File: config.mk
export PLATFORM = sky130hd
export DESIGN_NAME = decode_exec_slice_flat
export DESIGN_NICKNAME = d
export VERILOG_FILES = /design/src/rtl/cpu_pkg.sv /design/src/rtl/decode_exec_slice_if.sv /design/src/rtl/decode_exec_slice_regfile.sv /design/src/rtl/decode_exec_slice.sv /design/src/flat_wrapper.sv
export SDC_FILE = /design/constraint.sdc
export NUM_CORES = 2
export LEC_CHECK = 0
export ABC_CLOCK_PERIOD_IN_PS = 11500
export CAP_MARGIN = 20
export CORE_MARGIN = 3
export CORE_UTILIZATION = 35
export DETAILED_ROUTE_END_ITERATION = 10
export GPL_TIMING_DRIVEN = 1
export HOLD_SLACK_MARGIN = 0.12
export PLACE_DENSITY_LB_ADDON = 0.12
export SLEW_MARGIN = 25
export SYNTH_ARGS = -nofsm -noshare
export SYNTH_HDL_FRONTEND = slang
export SYNTH_SLANG_ARGS = --single-unit
File: constraint.sdc
create_clock -name clock -period 11.5 [get_ports clock]
set_input_delay 1.725 -clock clock [delete_from_list [all_inputs] [get_ports clock]]
set_output_delay 1.725 -clock clock [all_outputs]
set_load 0.01 [all_outputs]
File: src/rtl/cpu_pkg.sv
// Shared types and constants for the decode/execute pipeline slice.
// Opcodes, control-bit indices, ALU codes and the stage bundles.
package cpu_pkg;

  localparam int XLEN  = 32;
  localparam int NREGS = 32;

  localparam logic [5:0] OP_RTYPE = 6'h00;
  localparam logic [5:0] OP_LW    = 6'h23;
  localparam logic [5:0] OP_LB    = 6'h20;
  localparam logic [5:0] OP_SW    = 6'h2B;
  localparam logic [5:0] OP_SB    = 6'h28;
  localparam logic [5:0] OP_ADDI  = 6'h08;
  localparam logic [5:0] OP_BEQ   = 6'h04;

  localparam logic [5:0] FN_ADD = 6'h20;
  localparam logic [5:0] FN_SUB = 6'h22;
  localparam logic [5:0] FN_MUL = 6'h18;
  localparam logic [5:0] FN_AND = 6'h24;

  localparam int CB_REGWRITE = 0;
  localparam int CB_MEMTOREG = 1;
  localparam int CB_MEMREAD  = 2;
  localparam int CB_MEMWRITE = 3;
  localparam int CB_WORD     = 4;
  localparam int CB_BRANCH   = 5;
  localparam int CB_ALUSRC   = 6;
  localparam int CB_ALUC_HI  = 7;
  localparam int CB_ALUC_LO  = 8;

  typedef enum logic [1:0] {
    ALU_ADD = 2'b00,
    ALU_SUB = 2'b01,
    ALU_MUL = 2'b10,
    ALU_AND = 2'b11
  } alu_ctrl_e;

  typedef logic [0:8] ctrl_t;

  typedef struct packed {
    ctrl_t       ctrl;
    logic [31:0] rd1;
    logic [31:0] rd2;
    logic [31:0] addr;
    logic [31:0] pc;
    logic [4:0]  rs;
    logic [4:0]  rt;
    logic [4:0]  rd;
  } id_ex_t;

  typedef struct packed {
    logic        mem_read;
    logic        mem_write;
    logic        word;
    logic        reg_write;
    logic        mem_to_reg;
    logic        pc_src;
    logic [31:0] rd2;
    logic [31:0] result;
    logic [31:0] pc_branch;
    logic [4:0]  rd;
  } ex_mem_t;

  function automatic ctrl_t mk_ctrl(
    input logic rw, input logic mtr,
    input logic mr, input logic mw,
    input logic w,  input logic br,
    input logic src, input alu_ctrl_e a
  );
    return {rw, mtr, mr, mw, w, br, src, a};
  endfunction

  // EX/MEM beats WB; loads in EX/MEM have no data yet.
  function automatic logic [31:0] fwd(
    input logic [4:0]  src,
    input logic [31:0] idex_val,
    input ex_mem_t     em,
    input logic        wb_we,
    input logic [4:0]  wb_rd,
    input logic [31:0] wb_data
  );
    if (em.reg_write && !em.mem_read &&
        em.rd != 5'd0 && em.rd == src)
      return em.result;
    else if (wb_we && wb_rd != 5'd0 &&
             wb_rd == src)
      return wb_data;
    else
      return idex_val;
  endfunction

endpackage

File: src/rtl/decode_exec_slice_if.sv
// IF/ID, write-back and EX/MEM signals of the slice.
// master drives IF/ID and WB; slave drives EX/MEM.
interface decode_exec_slice_if;
  logic [31:0] instruction_ifid;
  logic [31:0] pc_ifid;
  logic        wb_regwrite;
  logic [4:0]  wb_rd;
  logic [31:0] wb_data;
  logic        mem_read;
  logic        mem_write;
  logic        word;
  logic        reg_write;
  logic        mem_to_reg;
  logic        pc_src;
  logic        flush_prev_instr;
  logic [31:0] read_data2;
  logic [31:0] result;
  logic [31:0] pc_branch;
  logic [4:0]  rd;

  modport master (
    output instruction_ifid, pc_ifid,
    output wb_regwrite, wb_rd, wb_data,
    input  mem_read, mem_write, word,
    input  reg_write, mem_to_reg, pc_src,
    input  flush_prev_instr, read_data2,
    input  result, pc_branch, rd
  );

  modport slave (
    input  instruction_ifid, pc_ifid,
    input  wb_regwrite, wb_rd, wb_data,
    output mem_read, mem_write, word,
    output reg_write, mem_to_reg, pc_src,
    output flush_prev_instr, read_data2,
    output result, pc_branch, rd
  );
endinterface

File: src/rtl/decode_exec_slice_regfile.sv
// 32x32 register file, r0 hardwired to zero.
// Reads see a same-cycle write-back.
module regfile
  import cpu_pkg::*;
(
  input  logic        clock,
  input  logic        rst,
  input  logic        i_we,
  input  logic [4:0]  i_wa,
  input  logic [31:0] i_wd,
  input  logic [4:0]  i_ra1,
  input  logic [4:0]  i_ra2,
  output logic [31:0] o_rd1,
  output logic [31:0] o_rd2
);

  logic [XLEN-1:0] r_mem [1:NREGS-1];

  always_ff @(posedge clock or negedge rst) begin
    if (!rst) begin
      for (int i = 1; i < NREGS; i++)
        r_mem[i] <= '0;
    end else if (i_we && i_wa != 5'd0) begin
      r_mem[i_wa] <= i_wd;
    end
  end

  always_comb begin
    o_rd1 = '0;
    if (i_ra1 == 5'd0)
      o_rd1 = '0;
    else if (i_we && i_wa == i_ra1)
      o_rd1 = i_wd;
    else
      o_rd1 = r_mem[i_ra1];
  end

  always_comb begin
    o_rd2 = '0;
    if (i_ra2 == 5'd0)
      o_rd2 = '0;
    else if (i_we && i_wa == i_ra2)
      o_rd2 = i_wd;
    else
      o_rd2 = r_mem[i_ra2];
  end

endmodule

File: src/rtl/decode_exec_slice.sv
// Decode, ID/EX, execute with forwarding and branch
// resolution, and the EX/MEM register of the CPU.
module decode_exec_slice
  import cpu_pkg::*;
(
  input  logic                clock,
  input  logic                rst,
  decode_exec_slice_if.slave  bus
);

  logic [5:0]  w_op;
  logic [5:0]  w_funct;
  logic [4:0]  w_rs;
  logic [4:0]  w_rt;
  logic [4:0]  w_rdf;
  logic [31:0] w_imm;
  logic [31:0] w_rd1;
  logic [31:0] w_rd2;
  ctrl_t       w_ctrl;
  logic [4:0]  w_dest;
  id_ex_t      r_idex;
  id_ex_t      w_idex_d;
  ex_mem_t     r_exmem;
  ex_mem_t     w_exmem_d;
  logic [31:0] w_a;
  logic [31:0] w_fb;
  logic [31:0] w_b;
  logic [31:0] w_alu;
  logic        w_flush;
  alu_ctrl_e   w_aluc;

  assign w_op    = bus.instruction_ifid[31:26];
  assign w_rs    = bus.instruction_ifid[25:21];
  assign w_rt    = bus.instruction_ifid[20:16];
  assign w_rdf   = bus.instruction_ifid[15:11];
  assign w_funct = bus.instruction_ifid[5:0];
  assign w_imm   = {{16{bus.instruction_ifid[15]}},
                    bus.instruction_ifid[15:0]};

  regfile u_rf (
    .clock (clock),
    .rst   (rst),
    .i_we  (bus.wb_regwrite),
    .i_wa  (bus.wb_rd),
    .i_wd  (bus.wb_data),
    .i_ra1 (w_rs),
    .i_ra2 (w_rt),
    .o_rd1 (w_rd1),
    .o_rd2 (w_rd2)
  );

  always_comb begin
    w_ctrl = '0;
    w_dest = w_rt;
    unique case (1'b1)
      (w_op == OP_RTYPE): begin
        w_dest = w_rdf;
        unique case (1'b1)
          (w_funct == FN_ADD): w_ctrl = mk_ctrl(1'b1, 1'b0, 1'b0, 1'b0, 1'b0, 1'b0, 1'b0, ALU_ADD);
          (w_funct == FN_SUB): w_ctrl = mk_ctrl(1'b1, 1'b0, 1'b0, 1'b0, 1'b0, 1'b0, 1'b0, ALU_SUB);
          (w_funct == FN_MUL): w_ctrl = mk_ctrl(1'b1, 1'b0, 1'b0, 1'b0, 1'b0, 1'b0, 1'b0, ALU_MUL);
          (w_funct == FN_AND): w_ctrl = mk_ctrl(1'b1, 1'b0, 1'b0, 1'b0, 1'b0, 1'b0, 1'b0, ALU_AND);
          default:             w_ctrl = '0;
        endcase
      end
      (w_op == OP_LW):   w_ctrl = mk_ctrl(1'b1, 1'b1, 1'b1, 1'b0, 1'b1, 1'b0, 1'b1, ALU_ADD);
      (w_op == OP_LB):   w_ctrl = mk_ctrl(1'b1, 1'b1, 1'b1, 1'b0, 1'b0, 1'b0, 1'b1, ALU_ADD);
      (w_op == OP_SW):   w_ctrl = mk_ctrl(1'b0, 1'b0, 1'b0, 1'b1, 1'b1, 1'b0, 1'b1, ALU_ADD);
      (w_op == OP_SB):   w_ctrl = mk_ctrl(1'b0, 1'b0, 1'b0, 1'b1, 1'b0, 1'b0, 1'b1, ALU_ADD);
      (w_op == OP_ADDI): w_ctrl = mk_ctrl(1'b1, 1'b0, 1'b0, 1'b0, 1'b0, 1'b0, 1'b1, ALU_ADD);
      (w_op == OP_BEQ):  w_ctrl = mk_ctrl(1'b0, 1'b0, 1'b0, 1'b0, 1'b0, 1'b1, 1'b0, ALU_SUB);
      default:           w_ctrl = '0;
    endcase
  end

  always_comb begin
    w_idex_d      = '0;
    w_idex_d.ctrl = w_ctrl;
    w_idex_d.rd1  = w_rd1;
    w_idex_d.rd2  = w_rd2;
    w_idex_d.addr = w_imm;
    w_idex_d.pc   = bus.pc_ifid;
    w_idex_d.rs   = w_rs;
    w_idex_d.rt   = w_rt;
    w_idex_d.rd   = w_dest;
  end

  assign w_a = fwd(r_idex.rs, r_idex.rd1, r_exmem,
                   bus.wb_regwrite, bus.wb_rd, bus.wb_data);
  assign w_fb = fwd(r_idex.rt, r_idex.rd2, r_exmem,
                    bus.wb_regwrite, bus.wb_rd, bus.wb_data);
  assign w_b = r_idex.ctrl[CB_ALUSRC] ? r_idex.addr : w_fb;
  assign w_aluc =
    alu_ctrl_e'(r_idex.ctrl[CB_ALUC_HI:CB_ALUC_LO]);

  always_comb begin
    w_alu = '0;
    unique case (w_aluc)
      ALU_ADD: w_alu = w_a + w_b;
      ALU_SUB: w_alu = w_a - w_b;
      ALU_MUL: w_alu = w_a * w_b;
      ALU_AND: w_alu = w_a & w_b;
      default: w_alu = '0;
    endcase
  end

  always_comb begin
    w_exmem_d            = '0;
    w_exmem_d.mem_read   = r_idex.ctrl[CB_MEMREAD];
    w_exmem_d.mem_write  = r_idex.ctrl[CB_MEMWRITE];
    w_exmem_d.word       = r_idex.ctrl[CB_WORD];
    w_exmem_d.reg_write  = r_idex.ctrl[CB_REGWRITE];
    w_exmem_d.mem_to_reg = r_idex.ctrl[CB_MEMTOREG];
    w_exmem_d.pc_src     = r_idex.ctrl[CB_BRANCH] &&
                           (w_alu == 32'd0);
    w_exmem_d.rd2        = w_fb;
    w_exmem_d.result     = w_alu;
    w_exmem_d.pc_branch  = r_idex.pc + 32'd4 +
                           (r_idex.addr << 2);
    w_exmem_d.rd         = r_idex.rd;
  end

  // A taken branch squashes both younger instructions.
  assign w_flush = r_exmem.pc_src;

  always_ff @(posedge clock or negedge rst) begin
    if (!rst)
      r_idex <= '0;
    else if (w_flush)
      r_idex <= '0;
    else
      r_idex <= w_idex_d;
  end

  always_ff @(posedge clock or negedge rst) begin
    if (!rst)
      r_exmem <= '0;
    else if (w_flush)
      r_exmem <= '0;
    else
      r_exmem <= w_exmem_d;
  end

  assign bus.mem_read         = r_exmem.mem_read;
  assign bus.mem_write        = r_exmem.mem_write;
  assign bus.word             = r_exmem.word;
  assign bus.reg_write        = r_exmem.reg_write;
  assign bus.mem_to_reg       = r_exmem.mem_to_reg;
  assign bus.pc_src           = r_exmem.pc_src;
  assign bus.flush_prev_instr = r_exmem.pc_src;
  assign bus.read_data2       = r_exmem.rd2;
  assign bus.result           = r_exmem.result;
  assign bus.pc_branch        = r_exmem.pc_branch;
  assign bus.rd               = r_exmem.rd;

endmodule

File: src/flat_wrapper.sv
// flat-port wrapper written by rule: the top's interface ports become plain ports
module decode_exec_slice_flat import cpu_pkg::*;
  (clock, rst, bus_instruction_ifid, bus_pc_ifid, bus_wb_regwrite, bus_wb_rd, bus_wb_data, bus_mem_read, bus_mem_write, bus_word, bus_reg_write, bus_mem_to_reg, bus_pc_src, bus_flush_prev_instr, bus_read_data2, bus_result, bus_pc_branch, bus_rd);
  decode_exec_slice_if bus_i ();
  input  logic clock;
  input  logic rst;
  input wire logic [$bits(bus_i.instruction_ifid)-1:0] bus_instruction_ifid;
  input wire logic [$bits(bus_i.pc_ifid)-1:0] bus_pc_ifid;
  input wire logic [$bits(bus_i.wb_regwrite)-1:0] bus_wb_regwrite;
  input wire logic [$bits(bus_i.wb_rd)-1:0] bus_wb_rd;
  input wire logic [$bits(bus_i.wb_data)-1:0] bus_wb_data;
  output wire logic [$bits(bus_i.mem_read)-1:0] bus_mem_read;
  output wire logic [$bits(bus_i.mem_write)-1:0] bus_mem_write;
  output wire logic [$bits(bus_i.word)-1:0] bus_word;
  output wire logic [$bits(bus_i.reg_write)-1:0] bus_reg_write;
  output wire logic [$bits(bus_i.mem_to_reg)-1:0] bus_mem_to_reg;
  output wire logic [$bits(bus_i.pc_src)-1:0] bus_pc_src;
  output wire logic [$bits(bus_i.flush_prev_instr)-1:0] bus_flush_prev_instr;
  output wire logic [$bits(bus_i.read_data2)-1:0] bus_read_data2;
  output wire logic [$bits(bus_i.result)-1:0] bus_result;
  output wire logic [$bits(bus_i.pc_branch)-1:0] bus_pc_branch;
  output wire logic [$bits(bus_i.rd)-1:0] bus_rd;
  assign bus_i.instruction_ifid = bus_instruction_ifid;
  assign bus_i.pc_ifid = bus_pc_ifid;
  assign bus_i.wb_regwrite = bus_wb_regwrite;
  assign bus_i.wb_rd = bus_wb_rd;
  assign bus_i.wb_data = bus_wb_data;
  assign bus_mem_read = bus_i.mem_read;
  assign bus_mem_write = bus_i.mem_write;
  assign bus_word = bus_i.word;
  assign bus_reg_write = bus_i.reg_write;
  assign bus_mem_to_reg = bus_i.mem_to_reg;
  assign bus_pc_src = bus_i.pc_src;
  assign bus_flush_prev_instr = bus_i.flush_prev_instr;
  assign bus_read_data2 = bus_i.read_data2;
  assign bus_result = bus_i.result;
  assign bus_pc_branch = bus_i.pc_branch;
  assign bus_rd = bus_i.rd;
  decode_exec_slice u_core (.clock(clock), .rst(rst), .bus(bus_i));
endmodule
# --- Word-level counts from Yosys, hierarchy flattened ---
# Cells that the tools add are included.
totals:
  reg_bits: 1251
  input_bits: 104
  out_inout_bits: 108
  elab_cells: 124
classes:
  add_sub_neg: 4
  eq_ne: 19
  n_reduce_logical: 19
  mul: 1
  muxes: 24
  bitwise: 4
  order_cmp: 4
ops:
  columns: ["operator", "n"]
  rows:
  - ["992-bit bitwise mux", 1]
  - ["32-bit two-way mux", 14]
  - ["32-bit binary-select mux with 5-bit select", 2]
  - ["32-bit demux with 5-bit select", 1]
  - ["152-bit two-way mux", 1]
  - ["32-bit one-hot mux with 4 select lines", 1]
  - ["107-bit two-way mux", 1]
  - ["32-bit adder", 2]
  - ["9-bit one-hot mux with 7 select lines", 1]
  - ["6-bit equality test (second input constant)", 7]
  - ["9-bit one-hot mux with 4 select lines", 1]
  - ["32-bit by 3-bit adder with 32-bit output (second input constant)", 1]
  - ["32-bit bitwise AND", 1]
  - ["32-bit zero test", 1]
  - ["32-bit by 32-bit multiplier with 32-bit output", 1]
  - ["32-bit subtractor", 1]
  - ["5-bit equality test", 6]
  - ["6-bit greater-or-equal comparator (second input constant)", 3]
  - ["5-bit NOT with 6-bit output", 3]
  - ["1-bit logical AND", 11]
  - ["5-bit zero test", 2]
  - ["5-bit nonzero test", 2]
  - ["6-bit by 3-bit equality test with 1-bit output (second input constant)", 1]
  - ["6-bit by 4-bit equality test with 1-bit output (second input constant)", 1]
  - ["8 further kinds", 9]

# --- Longest topological paths before layout ---
depth:
  depth_word: 11
  ltp_mapped: 40
  mapped_depth_nobuf: 36

# --- By module ---
# Synthesis repeated with hierarchy kept, for this count alone.
unflattened:
  cells_unflattened: 6822
  hier_area_um2: 82710.6
by_module_without_submodules:
  columns: ["module", "n_inst", "area_per_inst_um2", "cells_each"]
  rows:
  - ["regfile", 1, 53532.6, 3653]
  - ["decode_exec_slice", 1, 29178.0, 3169]

# --- Worst setup path before layout ---
# Ideal clock, no wire load.
synth_path:
  kind: "input-to-reg"
  from: "in bus_wb_rd[1]"
  to: "reg u_core.r_exmem (netlist bit u_core.bus.flush_prev_instr)"
  setup_ns: 0.068
  arrival_ns: 10.395
  slack_ns: 1.037
  path_stages: 35
  cell_sequence: "buf_2 -> xnor2_1 -> o311a_4 -> buf_6 -> buf_2 -> nand3_1 -> a311oi_1 -> a21o_1 -> clkbuf_1 -> buf_1 -> nand2_1 -> fa_1 -> fa_1 -> fa_1 -> fa_1 -> fa_1 -> fa_1 -> fa_1 -> fa_1 -> inv_1 -> ha_1 -> a21o_1 -> a21o_1 -> a21o_1 -> a21o_1 -> a21oi_1 -> o21ai_0 -> a41oi_1 -> xor2_1 -> o211ai_1 -> o21ai_0 -> and4b_1 -> nand3_1 -> nor4_1 -> and4_1"
synth_via:
  elab_chain_cells: 11
  elab_cells_between_ends: 19
  classes_between: "add/sub (2); mul (1); eq/ne (2); mux (7); bitwise (1); reduce/logical (6)"
synth_lines:
  columns: ["item", "line", "text"]
  rows:
  - ["from (decl)", "flat_wrapper.sv:10", "input wire logic [$bits(bus_i.wb_rd)-1:0] bus_wb_rd;"]
  - ["5-bit nonzero test", "cpu_pkg.sv:85", "else if (wb_we && wb_rd != 5'd0 &&"]
  - ["1-bit logical AND (2 in a row)", "cpu_pkg.sv:85", null]
  - ["32-bit two-way mux", "cpu_pkg.sv:85", null]
  - ["32-bit two-way mux", "cpu_pkg.sv:82", "if (em.reg_write && !em.mem_read &&"]
  - ["32-bit two-way mux", "decode_exec_slice.sv:92", "assign w_b = r_idex.ctrl[CB_ALUSRC] ? r_idex.addr : w_fb;"]
  - ["32-bit by 32-bit multiplier with 32-bit output, or another cell as far along", "decode_exec_slice.sv:101", "ALU_MUL: w_alu = w_a * w_b;"]
  - ["32-bit one-hot mux with 4 select lines *", "decode_exec_slice.sv:98", "unique case (w_aluc)"]
  - ["32-bit zero test *", "decode_exec_slice.sv:115", "(w_alu == 32'd0);"]
  - ["1-bit logical AND *", "decode_exec_slice.sv:114", "w_exmem_d.pc_src = r_idex.ctrl[CB_BRANCH] &&"]
  - ["107-bit two-way mux *", "decode_exec_slice.sv:138", "else if (w_flush)"]
  - ["to (signal assigned)", "decode_exec_slice.sv:141", "r_exmem <= w_exmem_d;"]
  - ["to (decl)", "decode_exec_slice.sv:23", "ex_mem_t r_exmem;"]
# Every way passes the cells marked *; elsewhere a longest branch is shown, timed or not.
# A chain may end at the register's enable or synchronous reset.

# --- Worst setup path after layout ---
layout_path:
  from: "in bus_wb_rd[2]"
  to: "reg u_core.r_exmem (netlist bit u_core.bus.flush_prev_instr)"
# Same word-level chain as after synthesis.

==> results.md <==
- Initial DRC count: 4885
- Fraction of the yosys area taken by sequential cells: a little under two fifths
- Inserted Clock Buffers: ~150
- Cell area after synthesis: about 80000 um2
- CTS H-tree lvls: 4
- Final worst slack: 801.3 ps
- Hpwl dp: 218000 um
- Post-synth EDFFs: 0
- Syn_nets: between 7000 and 8000
- Setup TNS: 0 ps
- Slew Viols, Final: 0
- RSZ-0062 raised after global routing: false
- Peak supply drop: 0.0007761 V
- Final GP Congestion: about 1
- Worst hold slack: around 460 ps
- Starting Density: 35.30%
- Area taken by multi-input logic gates: between 40000 and 50000 um2
- Die height: a little under 500 um
- Vias in the first global route: around 60000
- Ys async rst share: 100.0%
- WL/cell: ~32 um
- Vias per cell: 5.708
- M1 GR Usage: 36.42%
- Critical path startpoint: bus_wb_rd[2]
- Post-synth top flop: dfrtp_1
- Yosys cell types: 96
- Residual DRC: 0
- Cell Pwr Density: around 310 nW/um2
- Crit. End Element: flip-flop
- CP required: 12220 ps
- Worst-margin pin slew: 1259 ps
- Initial antenna violation count: 21
- Setup slack after placement: 5.754 ps
- Worst Clk Skew: 38.66 ps
- Arrival @ worst endpoint: 11420 ps
- Syn_area_per_cell: ~13 um2
- Setup crit start kind: primary input
- Area of placed instances: 90220 um2
- Synthesis-stage register bit count: about 1200
- Clk_lat worst skew: 820 ps
- F_max: 93.47 MHz
- Met3 usage: between 4 and 5%
- Cts repair resizes: 0
- Worst Hold Launch: u_core.r_idex[148]$_DFF_PN0_
- Die Area: approximately 240000 um2
- Clk slew on worst S/H paths: 60 ps
- Fillcell total: approximately 22000
- Min-Delay Path Class: reg -> reg
- Clock tree sinks: 1233
- CP max-delay cell: fa_1
- CTS tree: done
- Gr busiest metal: met2
- Maximum number of pins on one net before global-route repair: 155
- Post-CTS Setup Bufs: 0
- Final Critical Period: 10700 ps
- Synth warn: 0
- CP max stage delay: ~580 ps
- Final Hold Vio Count: 0
- Die width: 491 um
- Pleak: a little over 0.04 uW
- Fin area: around 95000 um2
- Max cap viols: 0
- Nets: 7469
- Hold-fix buffers, CTS: 0
- First-pass GRT wire length: between 400000 and 500000 um
- DR vias: between 50000 and 60000
- GRT Overall Usage: about a quarter
- Register Area: 30860 um2
- Core Region: 233200 um2
- CP max FO: 24
- PortBufs: 211
- Initial DRT Pass Iterations: 5
- Critical path type: in -> reg
- R2r startpoint: u_core.bus.rd[3]$_DFF_PN0_
- CP most frequent cell: fa_1
- Slew headroom: 15.41%
- Area grow syn2layout: 15.74%
- Status: completed
- Total routed wirelength: about 320000 um
- Max Buffers Root-to-Sink: 3
- Met2 Usage GRT: 43.00%
- Ratio of cells with drive above 1 in the final layout: 34.85%
- Grt ovf: 0
- Syn Inst Count: 6495
- Post-DRT Antenna Nets: 0
- Top Ports: about 210
- Tcrit/Tclk final: 93.03%
- Total power: about 30000 uW
- Root buffer cell: clkbuf_16
- Final setup vio count: 0
- Row count: 177
-- Yosys cell counts (20+ instances only) --
| cell | instances | area, um2 |
|---|---|---|
| buf_2 | 23 | 115.1 |
| xnor2_1 | 127 | 1112 |
| and3_1 | 22 | 137.6 |
| o21ai_0 | 70 | 350.3 |
| xor2_1 | 55 | 481.7 |
| inv_1 | 344 | 1291 |
| a211oi_1 | 20 | 150.1 |
| fa_1 | 410 | 8208 |
| o21a_1 | 34 | 255.2 |
| mux2_2 | 1060 | 11940 |
| ha_1 | 213 | 2665 |
| nand2_1 | 433 | 1625 |
| a21oi_1 | 163 | 815.8 |
| a31oi_1 | 24 | 150.1 |
| mux4_2 | 576 | 12970 |
| and2_1 | 29 | 181.4 |
| clkbuf_1 | 371 | 1393 |
| mux2i_1 | 108 | 1081 |
| nor2_1 | 473 | 1775 |
| a311oi_1 | 27 | 236.5 |
| nor2b_1 | 100 | 625.6 |
| nor3_1 | 67 | 335.3 |
| dfrtp_1 | 1233 | 30850 |
| a22o_1 | 60 | 525.5 |
| a21o_1 | 44 | 330.3 |
| nand3_1 | 47 | 235.2 |
| buf_1 | 121 | 454.2 |
-- kinds of logic after synthesis --
group	share of synthesized area, %
compound gates	4.722
flops	37.48
simple gates	6.824
fa+ha+maj	13.21
xor+xnor	1.991
mux	31.65
buf+inv	4.129
-- routing by layer --
| layer | up-vias | routed length [um] |
|---|---|---|
| met5 | - | 26 |
| met4 | 4 | 12240 |
| li1 | 23690 | - |
| met3 | 495 | 18920 |
| met1 | 30880 | 139200 |
| met2 | 1961 | 152700 |
-- cells in the final DEF (no fill, tap or decap), types with 44 or more instances in the layout --
cell type | Yosys | layout
dfrtp_1 | 1233 | 1230
mux2_2 | 1060 | 1060
mux4_2 | 576 | 576
nor2_1 | 473 | 457
nand2_1 | 433 | 418
fa_1 | 410 | 410
buf_4 | 6 | 373
inv_1 | 344 | 344
ha_1 | 213 | 213
clkdlybuf4s50_1 | 0 | 200
a21oi_1 | 163 | 163
clkbuf_16 | 0 | 151
xnor2_1 | 127 | 127
mux2i_1 | 108 | 108
nor2b_1 | 100 | 98
o21ai_0 | 70 | 67
nor3_1 | 67 | 64
a22o_1 | 60 | 60
xor2_1 | 55 | 55
nand3_1 | 47 | 47
a21o_1 | 44 | 44
-- critical path, delay by kind of cell --
| family | cells | cell delay (ps) |
|---|---|---|
| AOI/OAI and AO/OA | 11 | 2220 |
| xor gates and xnor gates | 1 | 180 |
| adders and majority gates | 9 | 4190 |
| buffers and inverters | 7 | 1300 |
| muxes | 1 | 170 |
| and+or+nand+nor | 7 | 1550 |
-- flip-flops by register name, summed over array words and instances, names as in the netlist --
name	cells
u_core.u_rf.r_mem	992
u_core.r_idex	135
u_core.bus.pc_branch	32
u_core.bus.read_data2	32
u_core.bus.result	32
u_core.bus.rd	5
u_core.bus.flush_prev_instr	1
u_core.bus.mem_read	1
u_core.bus.mem_write	1
u_core.bus.reg_write	1
u_core.bus.word	1
-- per-stage QoR --
stage / std cells / utilization, %
after floorplan: 6495 / -
after global placement: 9720 / 38.66
after detailed placement: 9722 / 38.69
after CTS: 9983 / 40.83
after global routing: 9986 / 40.86
final: 9990 / 40.86
-- power breakdown --
group	internal [uW]	leakage (uW)	switching, uW
Combinational	8540	0.0222	10200
Clock	2820	0.00245	2030
Sequential	5220	0.0156	758
-- path summary, 6_finish.rpt --
kind | to | cells past startpoint | slack (ps)
min in group asynchronous | u_core.u_rf.r_mem[340]$_DFFE_PN0P_ | 1 | 830
min | u_core.bus.mem_write$_DFF_PN0_ | 1 | 460
max reg2reg | u_core.bus.flush_prev_instr$_DFF_PN0_ | 34 | 1320
min reg2reg | u_core.bus.mem_write$_DFF_PN0_ | 1 | 460
max | u_core.bus.flush_prev_instr$_DFF_PN0_ | 36 | 800
max in group asynchronous | u_core.u_rf.r_mem[42]$_DFFE_PN0P_ | 3 | 8300
-- final cells by class --
class	count	area share, %
clock inverters	40	0.6447
clock buffers	221	4.609
diodes	6	0.01576
flip-flops and latches	1233	32.39
well taps	3132	4.113
inverters	353	1.391
multi-input cells	4382	50.81
repair buffers	623	6.031
Power figures use the tool's default switching activity.
